`config.mk`:
```
export PLATFORM = sky130hd
export DESIGN_NAME = mem_stage
export DESIGN_NICKNAME = d
export VERILOG_FILES = /design/src/rtl/mem_stage.sv
export SDC_FILE = /design/constraint.sdc
export NUM_CORES = 1
export LEC_CHECK = 0
export CORE_MARGIN = 2
export CORE_UTILIZATION = 40
export CTS_BUF_LIST = sky130_fd_sc_hd__clkbuf_8
export DETAILED_ROUTE_END_ITERATION = 8
export HOLD_SLACK_MARGIN = 0.06
export PLACE_DENSITY = 0.65
export SLEW_MARGIN = 40
export SYNTH_ARGS = -nofsm -noshare
export SYNTH_HDL_FRONTEND = slang
export SYNTH_SLANG_ARGS = --single-unit
```
`constraint.sdc`:
```
create_clock -name clk -period 10.55 [get_ports clk]
set_clock_uncertainty 0.2 [all_clocks]
set_input_delay 2.11 -clock clk [delete_from_list [all_inputs] [get_ports clk]]
set_output_delay 2.11 -clock clk [all_outputs]
set_load 0.05 [all_outputs]
```
`src/rtl/mem_stage.sv`:
```
// Memory-access stage: byte-serial loads/stores over an 8-bit controller port, with pipeline stall.
// Optional misaligned-access trap enabled by defining MEM_MISALIGN_CHECK_EN.
`ifndef RegBus
`define RegBus 31:0
`endif
`ifndef RegAddrBus
`define RegAddrBus 4:0
`endif
`ifndef OpcodeBus
`define OpcodeBus 6:0
`endif
`ifndef OptBus
`define OptBus 3:0
`endif

module mem_stage (
    input  logic              clk,
    input  logic              rst,
    input  logic [`OpcodeBus]  in_opcode,
    input  logic [`OptBus]     in_opt,
    input  logic              in_we,
    input  logic [`RegAddrBus] in_waddr,
    input  logic [`RegBus]     in_alu,
    input  logic [`RegBus]     in_rdata2,
    input  logic              in_flag,
    output logic              mc_req,
    output logic              mc_rw,
    output logic [31:0]       mc_addr,
    output logic [7:0]        mc_wdata,
    input  logic              mc_done,
    input  logic [7:0]        mc_rdata,
    output logic              stall_req,
    output logic              wb_we,
    output logic [`RegAddrBus] wb_waddr,
    output logic [`RegBus]     wb_wdata,
    output logic              mis_err
);
    localparam logic [6:0] OPC_LOAD  = 7'b0000011;
    localparam logic [6:0] OPC_STORE = 7'b0100011;

    localparam logic [3:0] OPT_LB  = 4'd0;
    localparam logic [3:0] OPT_LH  = 4'd1;
    localparam logic [3:0] OPT_LW  = 4'd2;
    localparam logic [3:0] OPT_LBU = 4'd3;
    localparam logic [3:0] OPT_LHU = 4'd4;
    localparam logic [3:0] OPT_SB  = 4'd5;
    localparam logic [3:0] OPT_SH  = 4'd6;
    localparam logic [3:0] OPT_SW  = 4'd7;

    localparam logic [1:0] IDLE   = 2'd0;
    localparam logic [1:0] ACCESS = 2'd1;
    localparam logic [1:0] DONE   = 2'd2;

    logic [1:0]  state;
    logic [1:0]  cnt;
    logic [3:0]  opt_q;
    logic [4:0]  waddr_q;
    logic [31:0] addr_q;
    logic [31:0] sdata_q;
    logic [31:0] asm_q;

    logic in_is_mem, in_load_ok, in_store_ok, go;
    logic load_q, store_q;
    logic [1:0] last_cnt;

    assign in_is_mem   = (in_opcode == OPC_LOAD) || (in_opcode == OPC_STORE);
    assign in_load_ok  = (in_opcode == OPC_LOAD) &&
                         (in_opt == OPT_LB || in_opt == OPT_LH || in_opt == OPT_LW ||
                          in_opt == OPT_LBU || in_opt == OPT_LHU);
    assign in_store_ok = (in_opcode == OPC_STORE) &&
                         (in_opt == OPT_SB || in_opt == OPT_SH || in_opt == OPT_SW);
    // Memory opcodes with an unknown opt never start an access (NOP).
    assign go = in_flag && (in_load_ok || in_store_ok);

    assign load_q  = (opt_q == OPT_LB) || (opt_q == OPT_LH) || (opt_q == OPT_LW) ||
                     (opt_q == OPT_LBU) || (opt_q == OPT_LHU);
    assign store_q = (opt_q == OPT_SB) || (opt_q == OPT_SH) || (opt_q == OPT_SW);

    always_comb begin
        last_cnt = 2'd3;
        case (opt_q)
            OPT_LB, OPT_LBU, OPT_SB: last_cnt = 2'd0;
            OPT_LH, OPT_LHU, OPT_SH: last_cnt = 2'd1;
            default:                 last_cnt = 2'd3;
        endcase
    end

`ifdef MEM_MISALIGN_CHECK_EN
    logic mis_q;
    logic in_misalign;
    assign in_misalign = ((in_opt == OPT_LH || in_opt == OPT_LHU || in_opt == OPT_SH) && in_alu[0]) ||
                         ((in_opt == OPT_LW || in_opt == OPT_SW) && (in_alu[1:0] != 2'b00));
    assign mis_err = (state == DONE) && mis_q;
`else
    assign mis_err = 1'b0;
`endif

    always_ff @(posedge clk or posedge rst) begin
        if (rst) begin
            state   <= IDLE;
            cnt     <= 2'd0;
            opt_q   <= 4'd0;
            waddr_q <= 5'd0;
            addr_q  <= 32'd0;
            sdata_q <= 32'd0;
            asm_q   <= 32'd0;
`ifdef MEM_MISALIGN_CHECK_EN
            mis_q   <= 1'b0;
`endif
        end else begin
            case (state)
                IDLE: if (go) begin
                    opt_q   <= in_opt;
                    waddr_q <= in_waddr;
                    addr_q  <= in_alu;
                    sdata_q <= in_rdata2;
                    asm_q   <= 32'd0;
                    cnt     <= 2'd0;
`ifdef MEM_MISALIGN_CHECK_EN
                    mis_q   <= in_misalign;
                    state   <= in_misalign ? DONE : ACCESS;
`else
                    state   <= ACCESS;
`endif
                end
                ACCESS: if (mc_done) begin
                    if (load_q) asm_q[{cnt, 3'b000} +: 8] <= mc_rdata;
                    if (cnt == last_cnt) state <= DONE;
                    else                 cnt   <= cnt + 2'd1;
                end
                DONE: begin
                    state <= IDLE;
`ifdef MEM_MISALIGN_CHECK_EN
                    mis_q <= 1'b0;
`endif
                end
                default: state <= IDLE;
            endcase
        end
    end

    assign mc_req    = (state == ACCESS);
    assign mc_rw     = mc_req && store_q;
    assign mc_addr   = mc_req ? addr_q + {30'd0, cnt} : 32'd0;
    assign mc_wdata  = (mc_req && store_q) ? sdata_q[{cnt, 3'b000} +: 8] : 8'd0;
    assign stall_req = (state == ACCESS) || ((state == IDLE) && go);

    always_comb begin
        wb_we    = 1'b0;
        wb_waddr = waddr_q;
        wb_wdata = 32'd0;
        case (state)
            IDLE: begin
                wb_we    = in_we && !in_is_mem;
                wb_waddr = in_waddr;
                wb_wdata = in_alu;
            end
            DONE: begin
`ifdef MEM_MISALIGN_CHECK_EN
                wb_we = load_q && !mis_q;
`else
                wb_we = load_q;
`endif
                case (opt_q)
                    OPT_LB:  wb_wdata = {{24{asm_q[7]}}, asm_q[7:0]};
                    OPT_LH:  wb_wdata = {{16{asm_q[15]}}, asm_q[15:0]};
                    OPT_LBU: wb_wdata = {24'd0, asm_q[7:0]};
                    OPT_LHU: wb_wdata = {16'd0, asm_q[15:0]};
                    default: wb_wdata = asm_q;
                endcase
            end
            default: ;
        endcase
    end
endmodule

```
======== Word-level counts from Yosys, hierarchy flattened ========
Cells that the tools add are included.
cells by class
  add/sub/neg operators ................... 3
  equality and inequality tests ........... 24
  shifts and indexed selects .............. 3
  muxes and demuxes ....................... 20
  reductions and logical operators ........ 32
operators by type and width
  kind                                                    count
  two-way mux 32 bit                                      4
  one-hot mux 32 bit (2 select lines)                     2
  one-hot mux 32 bit (4 select lines)                     1
  adder 32 x 2 -> 32 bit                                  1
  bitwise mux 32 bit                                      1
  == test 4 x 3 -> 1 bit (second input constant)          8
  variable shift 8 x 7 -> 32 bit (first input constant)   1
  variable part select 32 x 6 -> 8 bit                    1
  variable part select 8 x 7 -> 32 bit                    1
  == test 4 x 2 -> 1 bit (second input constant)          4
  logical OR 1 bit                                        15
  two-way mux 2 bit                                       6
  one-hot mux 2 bit (2 select lines)                      3
  == test 4 x 1 -> 1 bit (second input constant)          2
  zero test 4 bit                                         2
  two-way mux 8 bit                                       1
  AND reduction 4 bit                                     2
  == test 7 x 2 -> 1 bit (second input constant)          1
  == test 7 x 6 -> 1 bit (second input constant)          1
  negator 5 -> 7 bit                                      1
  logical AND 1 bit                                       6
  inequality test 2 x 1 -> 1 bit (second input constant)  3
  OR reduction 3 bit                                      2
  two-way mux 5 bit                                       1
  11 further kinds                                        12
word-level totals
  flip-flop bits (word level) ............. 109
  output and inout port bits .............. 82
  word-level logic and storage cells ...... 89

======== Depth between registers and ports, before layout ========
  depth in word-level cells ............... 10
  depth in mapped cells ................... 8

======== Least setup slack after synthesis ========
Ideal clock, no wire load.
  kind .................................... input port to output port
  from .................................... in in_alu[15]
  to ...................................... out wb_wdata[15]
  arrival time ............................ 3.858 ns
  required time ........................... 8.240 ns
  setup slack ............................. 4.382 ns
  stages on the path ...................... 2
  cell sequence ........................... nor2_1 a2111oi_1
between the ends
  longest elaborated chain between the ends .. 1
RTL lines
  what                                 line  source
  from (decl)                          23    input logic [`RegBus] in_alu,
  one-hot mux 32 bit (2 select lines)  152   case (state)
  to (decl)                            35    output logic [`RegBus] wb_wdata,
No other way between the ends.

======== Final worst setup path ========
Ends and elaborated chain as after synthesis.

==> summary.md <==
The run finished with clean final reports. The power density normalized to cell area is 135 nW/um^2, and the fraction of synthesis flops using an asynchronous set or reset pin is 1.00. 175 I/O pins were placed. The number of instances resized during post-cts repair was 0. Floorplan die area: 17000 um^2.

Flip-flop cell with the highest count after synthesis: sky130_fd_sc_hd__dfrtp_1. The internal power of the cells totals 0.000716 W. The final hold violation count is 0, and the worst setup margin is 4.09 ns. The logs give 0.000422 W for the switching power total and 0.224 for the overall routing resource usage.

Data on the critical path arrives at its endpoint at 4.15 ns. In this run the mean area of a mapped cell was 8.26 um^2. Global routing finished with a remaining overflow of 0. In this run, post-CTS hold repair placed 0 buffers. During synthesis, Yosys emitted a total of 0 warnings. The post-detailed-route wirelength per cell was 16.2 um. The start-to-end type of the worst setup path was in -> out. The setup-violating endpoint count in the final report is 0, and the insertion delay of the later-clocked pin in the worst-skew pair is 0.38 ns. Buffers placed on the I/O ports in this run total 173.

At the placement stage, the worst setup path has a slack of 4.12 ns. The routed layout has 5531 vias. Aggregate routed wire length: 18.5 mm. The tools report the largest net degree at the start of global routing as 71. The root buffer cell chosen for the clock tree is sky130_fd_sc_hd__clkbuf_8. The longest clock path from root to sink contains 2 buffers. The run gives 1140 as the final instance count without filler cells. For the overall power of the completed layout, the log shows 0.00114 W. The time the worst path needs with I/O delays and setup is 6.46 ns. The share of layout cells above drive strength 1 is 0.0596. The register bit total from synthesis came out at 109. The count of flip-flops with a built-in enable after synthesis was 0; the leakage power of the design was 3.74 nW. The netlist uses 50 different library cells. The combinational share of power is 0.332, and the required time at the endpoint of the critical path is 8.24 ns.

In this run the number of H-tree levels came out at 3. Ranked by total cell area, the synthesized netlist is headed by sky130_fd_sc_hd__dfrtp_1 (43%), sky130_fd_sc_hd__nand2_1 (16%), sky130_fd_sc_hd__mux2i_1 (6.6%). Chip height: 130 um.

Routability-driven placement finished with a final weighted congestion of 0.835. In this run the remaining antenna-violating nets after routing total 0. STA classifies the critical path endpoint as an output port. The starting density of the core is 0.406, and the area of the core region is 15700 um^2. Worst-case headroom to the max-slew limit: 0.500. TritonCTS built the clock tree. The share of total power in the clock network is 0.224. After the first detailed-routing iteration, the DRC count stood at 345.

The number of antenna violations at the first check in global routing is 1, and the count of unresolved DRC violations after routing is 0. The number of slew-limit violations in the final report is 0. The first global-routing pass estimated 28.9 mm of wire.

Before antenna repair, the detailed router went through 5 iterations. For this run, the top clock speed supported by timing is 155 MHz. The total negative slack for setup checks was 0 ns; the ratio of routed vias to standard cells was 4.85.

The TritonCTS sink count was 109. In the final design database the tool counted 1018 nets. Worst hold-check slack: 0.273 ns. The tools report the number of global-route vias before repair as 5206. After legalization and detailed placement, the total HPWL measured 13.8 mm. The final clock period utilization by the worst path came out at 0.612. In this run the post-CTS setup repair buffer count came out at 0.

The biggest fanout along the worst timing path works out to 2. The number of placed instances, taps included, is 1123. The number of nets in the synthesized netlist is 872, and the slew at the pin closest to its max-slew limit is 0.750 ns. The cell area that synthesis handed to floorplanning was 6370 um^2. Cell type with the highest aggregate area in the netlist: sky130_fd_sc_hd__dfrtp_1.

In the synthesized netlist, the cells that appear most often are sky130_fd_sc_hd__nand2_1 (271), sky130_fd_sc_hd__dfrtp_1 (109), sky130_fd_sc_hd__nor2_1 (68). Sequential fraction of design power: 0.444. Relative to the synthesized area, the layout overhead comes to 31.9%. After technology mapping, the gate count stands at 772. VDD sags by at most 0.0000908 V. The clock-pin slew on the worst setup and hold paths was 0.10 ns.

The tools report the kind of start point of the critical path as an input port. Setup repair after global routing left no endpoint under its margin. The run gives 9 as the number of buffers created by CTS. The fraction of post-synthesis cell area in the top cell type by area was 0.428. The floorplan step set the die width to 130 um.

Counting the fill cells in the layout gives 1530. Among all cell types in the netlist, the one instantiated most often is sky130_fd_sc_hd__nand2_1. The switching share of power is 0.371, and the max-capacitance violation count is 0. The logs give 0.428 for the fraction of the yosys area taken by sequential cells and 46 for the placement row count. The worst hold path belongs to the class reg -> reg.
[cell usage in the layout, fill, tap and decap left out, types with 2 or more instances in the layout]
cell and n:
sky130_fd_sc_hd__clkinvlp_4 3, sky130_fd_sc_hd__nand3_2 2, sky130_fd_sc_hd__or2_1 2, sky130_fd_sc_hd__inv_1 45, sky130_fd_sc_hd__and4_1 8, sky130_fd_sc_hd__nor2b_1 10
sky130_fd_sc_hd__o211ai_1 3, sky130_fd_sc_hd__nand4_1 3, sky130_fd_sc_hd__nand2_1 271, sky130_fd_sc_hd__mux2_2 5, sky130_fd_sc_hd__buf_4 7, sky130_fd_sc_hd__ha_1 6
sky130_fd_sc_hd__and3_1 2, sky130_fd_sc_hd__dfrtp_1 108, sky130_fd_sc_hd__nand2b_1 5, sky130_fd_sc_hd__nor2_1 68, sky130_fd_sc_hd__nor4_2 9, sky130_fd_sc_hd__a21o_1 4
sky130_fd_sc_hd__xnor2_1 20, sky130_fd_sc_hd__o21ai_0 22, sky130_fd_sc_hd__xor2_1 10, sky130_fd_sc_hd__mux2i_1 42, sky130_fd_sc_hd__a21oi_1 19, sky130_fd_sc_hd__nor3b_1 2
sky130_fd_sc_hd__or3_1 4, sky130_fd_sc_hd__nor3_1 14, sky130_fd_sc_hd__and2_1 4, sky130_fd_sc_hd__nand3_1 11, sky130_fd_sc_hd__clkbuf_8 9, sky130_fd_sc_hd__mux4_2 8
sky130_fd_sc_hd__clkdlybuf4s50_1 173
[metal layers]
metal / track usage / share of wire / vias up
met4: 0.0519 / 0.015 / 0
met5: 0 / 0 / -
met3: 0.0426 / 0.043 / 18
met2: 0.357 / 0.47 / 117
li1: - / - / 2776
met1: 0.319 / 0.47 / 2620
[power by group through the flow]
| stage | Clock, W | Combinational (W) | Sequential [W] |
|---|---|---|---|
| floorplan | 0 | 0.000250 | 0.000493 |
| global placement | 0 | 0.000376 | 0.000511 |
| detailed placement | 0 | 0.000379 | 0.000512 |
| CTS | 0.000264 | 0.000380 | 0.000504 |
| global route | 0.000279 | 0.000410 | 0.000512 |
| finish | 0.000255 | 0.000378 | 0.000505 |
[worst max-delay path, stage by stage]
cell and delay [ns]:
sky130_fd_sc_hd__clkdlybuf4s50_1 0.48, sky130_fd_sc_hd__nor2_1 0.06, sky130_fd_sc_hd__a2111oi_1 0.56, sky130_fd_sc_hd__clkdlybuf4s50_1 0.93
[registers in the layout, indices dropped and copies added (netlist names)]
name	cells
addr_q	32
asm_q	32
sdata_q	32
waddr_q	5
opt_q	4
cnt	2
state	2
[kinds of logic after synthesis]
kind of cell,Yosys count,synth area share
AO/OA/AOI/OAI,56,0.0508
buffers and inverters,90,0.0628
XOR/XNOR,30,0.0412
adder cells (fa/ha/maj),7,0.0149
flip-flops,109,0.428
multiplexers,55,0.103
AND/OR/NAND/NOR,424,0.299
other,1,0.000588
[through the flow]
step / area [um^2] / util
2_1_floorplan: 6370 / -
3_5_place_dp: 8200 / 0.522
4_1_cts: 8400 / 0.534
6_report: 8400 / 0.535
3_3_place_gp: 8200 / 0.522
5_1_grt: 8400 / 0.535
[path summary, 6_finish.rpt]
check                             from           end  slack [ns]  cells after the start
hold reg to reg            sdata_q[13]   sdata_q[13]        0.27                      2
hold / removal             sdata_q[13]   sdata_q[13]        0.27                      2
min in group asynchronous          rst    sdata_q[2]        1.96                      2
setup / recovery            in_alu[15]  wb_wdata[15]        4.09                      4
setup reg to reg              state[1]      opt_q[1]        7.68                      7
max in group asynchronous          rst        cnt[1]        7.18                      3
[area by class of cell]
type                            instances  area [um^2]  area share
Inverter                               44          168      0.0199
Clock buffer                            9          124      0.0147
Antenna cell                            1         2.50    0.000298
Clock inverter                          7         68.8     0.00819
Multi-Input combinational cell        573         3250       0.386
Sequential cell                       109         2730       0.325
Tap cell                              216          270      0.0322
Timing Repair Buffer                  181         1800       0.214
No activity file was read; power rests on OpenSTA's default activity.
